`src/rtl/pc_gen.sv`:
```
// pc_gen: fetch program-counter generator (trap > redirect > stall > RAS pop > PC+4).
// Optional call/return stack is built when PC_GEN_RAS_EN is defined.
module pc_gen #(
  parameter int XLEN = 32,
  parameter logic [XLEN-1:0] RESET_VECTOR = '0,
  parameter int RAS_DEPTH = 4
) (
  input  logic                         clock,
  input  logic                         resetActiveLow,
  input  logic                         enable,
  input  logic                         trapValid,
  input  logic [XLEN-1:0]              trapVector,
  input  logic                         redirectValid,
  input  logic [XLEN-1:0]              redirectTarget,
  input  logic                         predCall,
  input  logic                         predReturn,
  output logic [XLEN-1:0]              programCounter,
  output logic                         misaligned,
  output logic [$clog2(RAS_DEPTH):0]   rasCount
);
  localparam int PW = $clog2(RAS_DEPTH);
  logic [XLEN-1:0] seq_pc, ras_top, target;
  logic pop;
  assign seq_pc = programCounter + XLEN'(4);
  assign target = trapValid ? trapVector : redirectTarget;
`ifdef PC_GEN_RAS_EN
  logic [XLEN-1:0] stack [RAS_DEPTH];
  logic [PW-1:0] ptr, ptr_nx;
  logic push;
  assign pop = enable && predReturn && rasCount != '0;
  assign push = enable && predCall;
  assign ptr_nx = ptr + PW'(1);
  assign ras_top = stack[ptr];
  // ptr addresses the top entry; a push into a full stack lands on the oldest slot
  always_ff @(posedge clock or negedge resetActiveLow)
    if (!resetActiveLow) begin
      ptr <= '0;
      rasCount <= '0;
      for (int i = 0; i < RAS_DEPTH; i++) stack[i] <= '0;
    end else if (trapValid) begin
      ptr <= '0;
      rasCount <= '0;
    end else if (!redirectValid) begin
      if (push && pop) stack[ptr] <= seq_pc;
      else if (pop) begin
        ptr <= ptr - PW'(1);
        rasCount <= rasCount - 1'b1;
      end else if (push) begin
        ptr <= ptr_nx;
        stack[ptr_nx] <= seq_pc;
        rasCount <= (rasCount == (PW+1)'(RAS_DEPTH)) ? rasCount : rasCount + 1'b1;
      end
    end
`else
  logic unused_pred;
  assign unused_pred = predCall ^ predReturn;
  assign pop = 1'b0;
  assign ras_top = '0;
  assign rasCount = '0;
`endif
  always_ff @(posedge clock or negedge resetActiveLow)
    if (!resetActiveLow) begin
      programCounter <= RESET_VECTOR;
      misaligned <= 1'b0;
    end else if (trapValid || redirectValid) begin
      programCounter <= {target[XLEN-1:2], 2'b00};
      misaligned <= |target[1:0];
    end else if (enable) begin
      programCounter <= pop ? ras_top : seq_pc;
      misaligned <= 1'b0;
    end
endmodule

```
`config.mk`:
```
export PLATFORM = sky130hd
export DESIGN_NAME = pc_gen
export DESIGN_NICKNAME = d
export VERILOG_FILES = /design/src/rtl/pc_gen.sv
export SDC_FILE = /design/constraint.sdc
export NUM_CORES = 1
export LEC_CHECK = 0
export ABC_CLOCK_PERIOD_IN_PS = 2940
export CORE_MARGIN = 1.5
export CORE_UTILIZATION = 45
export DETAILED_ROUTE_END_ITERATION = 8
export GPL_TIMING_DRIVEN = 1
export PLACE_DENSITY = 0.92
export SYNTH_ARGS = -nofsm -noshare
export SYNTH_HDL_FRONTEND = slang
export SYNTH_SLANG_ARGS = --single-unit
```
`constraint.sdc`:
```
create_clock -name clock -period 2.94 [get_ports clock]
set_clock_uncertainty 0.05 [all_clocks]
set_input_delay 0.588 -clock clock [delete_from_list [all_inputs] [get_ports clock]]
set_output_delay 0.588 -clock clock [all_outputs]
set_load 0.02 [all_outputs]
```
# Word-level counts from Yosys, hierarchy flattened
# Index checks and enable logic that the tools add are counted.
# totals
input_bits	71
out_inout_bits	36
register_bits	33
word_cells	11
# op_classes
n_reduce_logical	3
add_sub_neg	1
mux	5
# ops
operator	count
two-way mux 32 bit	3
adder 32 x 3 -> 32 bit, second input constant	1
two-way mux 1 bit	2
nonzero test 2 bit	1
OR reduction 2 bit	1
logical OR 1 bit	1

# Logic depth before layout (Yosys ltp)
# Gate-level depths: netlist of the first run.
# logic_depth
depth_word	3
ltp_mapped	8
mapped_depth_nobuf	6

# Worst setup path after synthesis of the first run
# OpenSTA, ideal clock, no wires.
# synth_timing
path_type	flip-flop to flip-flop
from	reg programCounter[2]
to	reg programCounter[20]
stages_incl_launch_ff	7
arrival_ps	1697
period_less_slack_ps	1882
setup_slack_ps	1058
required_ps	2755
path_cell_list	dfrtp_1 ha_1 nand2_1 or3_4 nor4_2 xnor2_1 o221ai_2
# synth_between
elab_chain_cells	3
# synth_rtl
item	line_no	text
start, declared	17	output logic [XLEN-1:0] programCounter,
start signal, assigned	66	programCounter <= {target[XLEN-1:2], 2'b00};
start signal, assigned	69	programCounter <= pop ? ras_top : seq_pc;
adder 32 x 3 -> 32 bit	24	assign seq_pc = programCounter + XLEN'(4);
two-way mux 32 bit	68	end else if (enable) begin
two-way mux 32 bit	65	end else if (trapValid || redirectValid) begin
# Every way passes these cells. The select of a mux whose other input is x is not followed.
# A chain may end at the register's enable or synchronous reset.

# Final worst setup path of the first run
# layout_timing
from	in redirectValid
to	reg programCounter[28]
# layout_between
elab_chain_cells	2
elab_cells_between_ends	3
cone_classes	1 x mux; 2 x reduce/logical
# layout_rtl
item	line_no	text
start, declared	13	input logic redirectValid,
logical OR 1 bit *	65	
two-way mux 32 bit or nonzero test 2 bit (tied branches)	-	
# Every way passes the cells marked *; elsewhere a longest branch is shown, timed or not.

==> results of run 1 <==
-- sequential cells by signal, indices dropped and copies added, names as in the netlist --
register and flops:
programCounter 30, misaligned 1
-- kinds of logic after synthesis --
logic type	count (synthesis)	synth area share
AOI/OAI and AO/OA	113	0.313
xor gates and xnor gates	5	0.0187
adders and majority gates	1	0.00535
buffers and inverters	33	0.0723
DFF	31	0.332
muxes	1	0.00428
other	1	0.00160
and+or+nand+nor	106	0.253
-- synthesized netlist by cell type, drive strengths merged (3+ instances only) --
cell     number
a22oi        15
buf          12
o22a          3
a22o          3
nor4          5
nor3          9
o22ai         3
nor2         15
xnor2         3
o21ai        25
nand3        17
nand4         8
and3          4
inv           9
nor2b         6
a21oi        36
a31oi         4
a221oi        3
nand2        32
dfrtp        31
o31ai         6
clkbuf       12
a2bb2oi       7
-- how the worst max path moves through the flow --
stage / startpoint / end / slack [ps] / depth (start not counted)
final: redirectValid / programCounter[28] / 590 / 5
after detailed placement: redirectValid / programCounter[29] / 330 / 5
after floorplan: programCounter[2] / programCounter[20] / 1060 / 6
after global placement: redirectValid / programCounter[29] / 380 / 5
after global routing: redirectValid / programCounter[10] / 430 / 6
after CTS: redirectValid / programCounter[29] / 640 / 5
-- power groups by stage --
| stage | Combinational [W] | Sequential [W] | Clock (W) |
|---|---|---|---|
| floorplan | 0.000184 | 0.000610 | 0 |
| global placement | 0.000472 | 0.000558 | 0 |
| detailed placement | 0.000486 | 0.000562 | 0 |
| CTS | 0.000489 | 0.000556 | 0.000380 |
| global route | 0.000528 | 0.000568 | 0.000392 |
| finish | 0.000490 | 0.000559 | 0.000383 |
-- stage by stage --
stage | power [W] | area, um2
finish | 0.00143 | 3470
global route | 0.00149 | 3470
CTS | 0.00143 | 3470
detailed placement | 0.00105 | 3370
global placement | 0.00103 | 3370
floorplan | 0.000795 | 2350
-- tightest hold or removal path: stages, from the launching register on --
cell and delay, ps:
dfrtp_1 360, nand2_1 50, o211ai_1 70
-- per-layer routing --
metal / up-vias / share of wire / GRT usage
met2: 164 / 0.49 / 0.484
met1: 1305 / 0.40 / 0.365
met4: 0 / 0.023 / 0.123
met3: 21 / 0.086 / 0.0509
li1: 1269 / - / -
met5: - / 0 / 0
-- final cells by class --
type	instances	share of cell area
Clock buffer	8	0.0288
Inverter	9	0.00973
Multi-Input combinational cell	231	0.406
Sequential cell	31	0.224
Tap cell	70	0.0252
Timing Repair Buffer	109	0.307
==> summary.md, run 1 <==
| Metric | Value |
|---|---|
| Outcome | `finished clean` |
| CTS resizes | `0` |
| Layout cells sized above 1 | `0.0773` |
| Die H | `75.1 um` |
| Number of global-route vias before repair | `2690` |
| Switch share | `0.338` |
| Crit path DAT | `2510 ps` |
| Die Width | `75.1 um` |
| Register area share after synthesis | `0.332` |
| Worst rel slew slack | `0.531` |
| Fin util | `0.688` |
| Internal power | `0.000948 W` |
| DP Wirelength | `5.40 mm` |
| Core Footprint | `5040 um2` |
| Maximum clock frequency | `425 MHz` |
| Crit path kind | `in -> reg` |
| CTS Buffer Depth | `2` |
| Worst hold path depth | `2` |
| Initial antenna violation count | `0` |
| Area contributors post-synth | `dfrtp_1, a21oi_1, nand2_1` |
| Worst Hold End | `misaligned` |
| Unique masters post-synth | `52` |
| CTS Hold Buffers Added | `0` |
| FF-to-FF Start | `programCounter[4]` |
| Average wire per standard cell | `16.8 um` |
| Total track usage | `0.289` |
| Psw | `0.000484 W` |
| Reg2reg path depth | `5` |
| Final WS setup | `590 ps` |
| Worst-path cell chain | `clkdlybuf4s50_1 > and2b_2 > a22o_1 > o22ai_1 > nor3_1` |
| CP endpoint kind | `flip-flop` |
| CP peak stage delay | `800 ps` |
| Unrepaired setup endpoints after global routing | `false` |
| Io pins | `107` |
| Syn avg cell area | `8.03 um2` |
| Post-route minimum period | `2350 ps` |
| CTS tree | `done` |
| CTS Root Cell | `clkbuf_8` |
| Commonest cells after routing, fill and taps aside | `clkdlybuf4s50_1, a21oi_1, nand2_1` |
| Top_reg_cell synth | `dfrtp_1` |
| Clock Power Share | `0.267` |
| Placer Congestion | `0.848` |
| Multi-input gate area | `1410 um2` |
| Starting Density | `0.464` |
| Fin Hold WS | `475 ps` |
| Starting DRT DRC Count | `248` |
| Register area | `776 um2` |
| Commonest non-fill, non-tap cell in the layout | `clkdlybuf4s50_1` |
| Logic pwr share | `0.342` |
| Crit-path max FO | `22` |
| Setup TNS | `0 ps` |
| Family with the most delay on the worst path | `buffers and inverters` |
| Routed Antenna Nets | `0` |
| WP buf/inv | `1` |
| Grt total ovfl | `0` |
| Hold Fails Final Rpt | `0` |
| Max-cap viol count | `0` |
| Asr flop ratio synth | `1.00` |
| CTS Buf Count | `5` |
| Drt total wl | `7.69 mm` |
| Ant. Diodes | `0` |
| Post-synthesis cell area | `2340 um2` |
| Fin crit share | `0.799` |
| Worst Path Required | `3100 ps` |
| VDD IR max | `0.000227 V` |
| R2R Setup Slk | `810 ps` |
| Rows | `26` |
| Area growth from synthesis to layout | `48.5%` |
| Register bit total from synthesis | `31` |
| Placed cell count | `450` |
| DP Worst Slack | `333 ps` |
| Slew Limit Fails | `0` |
| Yosys top cell area share | `0.332` |
| Final setup vio count | `0` |
| H-tree depth reported by CTS | `2` |
| Leakage | `1.32 nW` |
| Cells after Synth | `291` |
| Power per cell area | `413 nW/um2` |
| CP max-delay cell | `clkdlybuf4s50_1` |
| Seq pwr share | `0.390` |
| Pin count of the biggest net entering global routing | `33` |
| Average vias per placed instance | `6.02` |
| Layout Cells excl Fill | `458` |
| Hold WC Path Type | `reg -> reg` |
| CTS sink cnt | `31` |
| Post-CTS Setup Inserts | `0` |
| Hold Crit Start | `misaligned` |
| Clk Latency, worst-skew pair | `290 ps` |
| Fillcell total | `419` |
| Dominant cell type by area after synthesis | `dfrtp_1` |
| Drt drc | `0` |
| Die area | `5640 um2` |
| First-pass GRT wire length | `12.5 mm` |
| Via count | `2759` |
| Tightest Pin Transition | `697 ps` |
| DR pass1 iterations | `5` |
| # port buffers | `99` |
| Post-synth EDFFs | `0` |
| Synth warn | `0` |
| Setup crit start kind | `input port` |
| Fin nets | `459` |
| Clk slew on worst S/H paths | `70 ps` |
| Crit Reg-Reg Endpoint | `programCounter[31]` |
(Power assumes the default switching activity.)
==> run 2: changes to the inputs <==
- ABC_CLOCK_PERIOD_IN_PS: 2940 -> 2100
- CORE_UTILIZATION: 45 -> 38
- PLACE_DENSITY: 0.92 -> 0.83
- clock period: 2.94 -> 2.1 ns (I/O delays scaled with it)
==> summary.md, run 2 (same netlist as run 1, synthesis figures left out) <==
| Metric | Value |
|---|---|
| Outcome | `finished clean` |
| CTS tree | `done` |
| Worst Hold End | `misaligned` |
| Hold Fails Final Rpt | `0 (unchanged)` |
| Grt total ovfl | `0 (unchanged)` |
| Placed Area | `3480 um2 (+3.3%)` |
| Layout cells sized above 1 | `0.109 (+0.0321)` |
| Rows | `28 (+7.7%)` |
| Io pins | `107 (unchanged)` |
| CTS Root Cell | `clkbuf_8` |
| Commonest non-fill, non-tap cell in the layout | `clkdlybuf4s50_1` |
| Design area | `3580 um2 (+3.2%)` |
| Average vias per placed instance | `5.78 (-4.1%)` |
| Placer Congestion | `0.860 (+1.4%)` |
| CTS Hold Buffers Added | `0 (unchanged)` |
| Max FFs per register | `30 (unchanged)` |
| Fillcell total | `542 (+29%)` |
| Leakage | `1.38 nW (+5.2%)` |
| Clk Latency, worst-skew pair | `290 ps (about the same)` |
| Multi-input gate area | `1410 um2 (unchanged)` |
| Worst hold path depth | `2 (unchanged)` |
| Die H | `81.4 um (+8.5%)` |
| Hold WC Path Type | `reg -> reg` |
| Post-route minimum period | `1950 ps` |
| First-pass GRT wire length | `12.6 mm (+0.83%)` |
| Core Footprint | `5920 um2 (+17%)` |
| Die area | `6630 um2 (+18%)` |
| Area growth from synthesis to layout | `53.3%` |
| Maximum clock frequency | `512 MHz` |
| H-tree depth reported by CTS | `2 (unchanged)` |
| Pin count of the biggest net entering global routing | `33 (unchanged)` |
| Drt drc | `0 (unchanged)` |
| Crit-path max FO | `5 (-77%)` |
| Worst-path cell chain | `ha_1 > nand2_1 > or3_4 > nor4_2 > xnor2_1 > o221ai_2` |
| Crit path DAT | `2070 ps (-440 ps)` |
| Fin crit share | `0.931` |
| Hold Crit Start | `misaligned` |
| Fin util | `0.605 (-0.0833)` |
| Post-CTS Setup Inserts | `0 (unchanged)` |
| Max-cap viol count | `0 (unchanged)` |
| FF-to-FF Start | `programCounter[2]` |
| Crit path kind | `reg -> reg` |
| Ant. Diodes | `0 (unchanged)` |
| Fin nets | `473 (+3.1%)` |
| Top Registers | `programCounter: 30 flops, misaligned: 1 flops` |
| Reg with most FFs | `programCounter` |
| DR pass1 iterations | `5 (unchanged)` |
| CTS Buf Count | `5 (unchanged)` |
| Starting Density | `0.395 (-0.0688)` |
| CP max-delay cell | `dfrtp_1` |
| Unrepaired setup endpoints after global routing | `false` |
| CP endpoint kind | `flip-flop` |
| Initial antenna violation count | `0 (unchanged)` |
| Reg2reg path depth | `6 (+1)` |
| R2R Setup Slk | `150 ps (-660 ps)` |
| Starting DRT DRC Count | `183 (-26%)` |
| Routed Antenna Nets | `0 (unchanged)` |
| Clk slew on worst S/H paths | `70 ps (about the same)` |
| Commonest cells after routing, fill and taps aside | `clkdlybuf4s50_1, a21oi_1, nand2_1` |
| Average wire per standard cell | `16.2 um (-3.3%)` |
| Setup crit start kind | `flip-flop` |
| Power per cell area | `563 nW/um2 (+36%)` |
| CTS resizes | `0 (unchanged)` |
| Slew Limit Fails | `0 (unchanged)` |
| Final setup vio count | `0 (unchanged)` |
| CTS Buffer Depth | `2 (unchanged)` |
| DP Wirelength | `5.67 mm (+5.1%)` |
| Number of global-route vias before repair | `2699 (+0.33%)` |
| VDD IR max | `0.000269 V (+19%)` |
| CP peak stage delay | `420 ps (-380 ps)` |
| Via count | `2757 (-0.072%)` |
| Die Width | `81.4 um (+8.5%)` |
| Total track usage | `0.246 (-0.0422)` |
| CTS sink cnt | `31 (unchanged)` |
| Worst Path Required | `2210 ps (-890 ps)` |
| Register area | `776 um2 (unchanged)` |
| Crit Reg-Reg Endpoint | `programCounter[20]` |
| # port buffers | `99 (unchanged)` |
| Drt total wl | `7.74 mm (+0.72%)` |
==> run 2: report_power, final <==
group | switching, W | internal (W) | total, W | leakage (nW)
registers | 0.000112 | 0.000668 | 0.000780 | 0.389
logic | 0.000326 | 0.000376 | 0.000701 | 0.943
clock network | 0.000236 | 0.000299 | 0.000535 | 0.0515
==> run 2: critical path: cells and delay by family (launching register included) <==
family                     cells  cell delay (ps)
and+or+nand+nor                3              810
xor gates and xnor gates       1              170
adders and majority gates      1              270
AOI/OAI and AO/OA              1              110
DFF                            1              420
==> run 2: cell type report <==
| class | instances | area share |
|---|---|---|
| timing repair buffer | 123 | 0.327 |
| clock buffer | 8 | 0.0279 |
| tap | 75 | 0.0262 |
| multi-input combinational | 231 | 0.393 |
| sequential | 31 | 0.217 |
| inverter | 9 | 0.00943 |
==> run 2: stage by stage <==
step	std cells	hold WS [ps]	worst slack [ps]	power (W)	TNS [ps]
after global routing	477	470	4.54	0.00212	0
after floorplan	295	74.4	218	0.00111	0
after global placement	469	444	-4.07	0.00147	-4.07
final	477	452	145	0.00202	0
after detailed placement	469	443	-35.4	0.00148	-73.0
after CTS	477	461	153	0.00203	0
==> run 2: metal layers <==
layer / up-vias / global-route usage / share of wire / routed length, um
met4: 0 / 0.103 / 0.027 / 209
met1: 1294 / 0.304 / 0.40 / 3130
met3: 23 / 0.0533 / 0.081 / 627
met5: - / 0 / 0 / 0
met2: 141 / 0.414 / 0.49 / 3780
li1: 1299 / - / - / -
==> run 2: worst max path at each step <==
stage               cells after the start  slack (ps)                from                 end
floorplan                               6         220   programCounter[2]  programCounter[20]
global placement                        5          -4           trapValid  programCounter[26]
detailed placement                      6         -40           trapValid   programCounter[9]
CTS                                     1         150  programCounter[16]  programCounter[16]
global route                            6           5   programCounter[2]  programCounter[20]
finish                                  6         150   programCounter[2]  programCounter[20]
==> run 3: changes to the inputs <==
- MAX_ROUTING_LAYER: unset -> met4
==> summary.md, run 3 (same netlist as run 1, synthesis figures left out) <==
| Metric | Value |
|---|---|
| Outcome | `finished clean` |
| CTS sink cnt | `31 (unchanged)` |
| Commonest cells after routing, fill and taps aside | `clkdlybuf4s50_1, a21oi_1, nand2_1` |
| Crit-path max FO | `5 (unchanged)` |
| Unrepaired setup endpoints after global routing | `false` |
| Crit path kind | `reg -> reg` |
| Post-CTS Setup Inserts | `0 (unchanged)` |
| Io pins | `107 (unchanged)` |
| Total track usage | `0.254 (+0.00714)` |
| Area growth from synthesis to layout | `53.3% (unchanged)` |
| Average wire per standard cell | `16.3 um (+0.36%)` |
| Grt total ovfl | `0 (unchanged)` |
| Top Usage Layer GRT | `met2` |
| Crit path DAT | `2060 ps (about the same)` |
| Core Footprint | `5920 um2 (unchanged)` |
| Rows | `28 (unchanged)` |
| Setup TNS | `0 ps (unchanged)` |
| Reg2reg path depth | `6 (unchanged)` |
| CTS Buf Count | `5 (unchanged)` |
| Initial antenna violation count | `0 (unchanged)` |
| CTS tree | `done` |
| Die Width | `81.4 um (unchanged)` |
| Worst Hold End | `misaligned` |
| Hold Fails Final Rpt | `0 (unchanged)` |
| Fin nets | `473 (unchanged)` |
| Power per cell area | `563 nW/um2 (about the same)` |
| Top Registers | `programCounter: 30 flops, misaligned: 1 flops` |
| GRT met2 Usage | `0.414 (unchanged)` |
| Leakage | `1.38 nW (unchanged)` |
| DR pass1 iterations | `5 (unchanged)` |
| Final setup vio count | `0 (unchanged)` |
| R2R Setup Slk | `150 ps (about the same)` |
| Average vias per placed instance | `5.77 (-0.15%)` |
| Family with the most delay on the worst path | `simple AND/OR/NAND/NOR gates` |
| Reg with most FFs | `programCounter` |
| Die H | `81.4 um (unchanged)` |
| Drt total wl | `7.77 mm (+0.36%)` |
| Placer Congestion | `0.873 (+1.6%)` |
| CP endpoint kind | `flip-flop` |
| FF-to-FF Start | `programCounter[2]` |
| Max FFs per register | `30 (unchanged)` |
| DP Wirelength | `5.67 mm (unchanged)` |
| Ant. Diodes | `0 (unchanged)` |
| H-tree depth reported by CTS | `2 (unchanged)` |
| CP max-delay cell | `dfrtp_1` |
| Crit Reg-Reg Endpoint | `programCounter[20]` |
| CTS Hold Buffers Added | `0 (unchanged)` |
| Met1 Use GR | `0.304 (+0.000689)` |
| Setup crit start kind | `flip-flop` |
| Commonest non-fill, non-tap cell in the layout | `clkdlybuf4s50_1` |
| Starting Density | `0.395 (unchanged)` |
| Clk slew on worst S/H paths | `70 ps (about the same)` |
| Number of global-route vias before repair | `2708 (+0.33%)` |
| Clk Latency, worst-skew pair | `290 ps (about the same)` |
| WP buf/inv | `0 (unchanged)` |
| CTS resizes | `0 (unchanged)` |
| Die area | `6630 um2 (unchanged)` |
| Hold Crit Start | `misaligned` |
| Via count | `2753 (-0.15%)` |
| Fillcell total | `542 (unchanged)` |
| Routed Antenna Nets | `0 (unchanged)` |
| Post-route minimum period | `1950 ps (-4.22 ps)` |
| VDD IR max | `0.000269 V (about the same)` |
| Worst hold path depth | `2 (unchanged)` |
| CTS Buffer Depth | `2 (unchanged)` |
| Starting DRT DRC Count | `182 (-0.55%)` |
| CP peak stage delay | `420 ps (about the same)` |
| # port buffers | `99 (unchanged)` |
| CTS Root Cell | `clkbuf_8` |
| Pin count of the biggest net entering global routing | `33 (unchanged)` |
| Worst Path Required | `2210 ps (about the same)` |
| Maximum clock frequency | `513 MHz (+0.22%)` |
| Drt drc | `0 (unchanged)` |
| Max-cap viol count | `0 (unchanged)` |
| Fin util | `0.605 (unchanged)` |
| Slew Limit Fails | `0 (unchanged)` |
| Fin crit share | `0.929 (-0.00201)` |
| Worst-path cell chain | `ha_1 > nand2_1 > or3_4 > nor4_2 > xnor2_1 > o221ai_2` |
| First-pass GRT wire length | `12.6 mm (about the same)` |
| Hold WC Path Type | `reg -> reg` |
| Layout cells sized above 1 | `0.109 (unchanged)` |
| GR Util met3 | `0.0522 (-0.00111)` |
[run 3: cell counts in the layout (fill, tap and decap cells not counted)]
Identical to the previous run, type by type.
[run 3: final cells by class]
type / count / area, um2 / area share
inverters: 9 / 33.8 / 0.00943
repair buffers: 123 / 1170 / 0.327
multi-input cells: 231 / 1410 / 0.393
flip-flops and latches: 31 / 776 / 0.217
well taps: 75 / 93.8 / 0.0262
clock buffers: 8 / 100 / 0.0279
[run 3: worst max-delay path by stage]
stage	cells past startpoint	endpoint	startpoint	slack, ps
detailed placement	6	programCounter[9]	trapValid	-40
global route	6	programCounter[20]	programCounter[2]	5
global placement	5	programCounter[26]	trapValid	-4
finish	6	programCounter[20]	programCounter[2]	150
CTS	1	programCounter[16]	programCounter[16]	150
floorplan	6	programCounter[20]	programCounter[2]	220
[run 3: where the power goes]
part           internal [W]  switching [W]
Combinational      0.000376       0.000325
Sequential         0.000668       0.000113
Clock              0.000299       0.000237
Total               0.00134       0.000674
[run 3: per-layer routing]
layer / share of wire / vias up
met5: 0 / -
li1: - / 1300
met3: 0.081 / 23
met1: 0.41 / 1285
met4: 0.024 / 0
met2: 0.49 / 145
[run 3: worst register-to-register path, delay by kind of cell, from the launching register on]
kind            cells  cell delay (ps)
xor+xnor            1              170
simple gates        3              800
compound gates      1              110
fa+ha+maj           1              270
flops               1              420
[run 3: stage by stage]
stage | setup WS (ps) | instances | instance area (um2) | power [W] | hold WS, ps
after floorplan | 218 | 295 | 2350 | 0.00111 | 74.4
after global placement | -4.07 | 469 | 3480 | 0.00147 | 444
after detailed placement | -35.4 | 469 | 3480 | 0.00148 | 443
after CTS | 153 | 477 | 3580 | 0.00203 | 461
after global routing | 4.54 | 477 | 3580 | 0.00212 | 470
final | 150 | 477 | 3580 | 0.00202 | 452
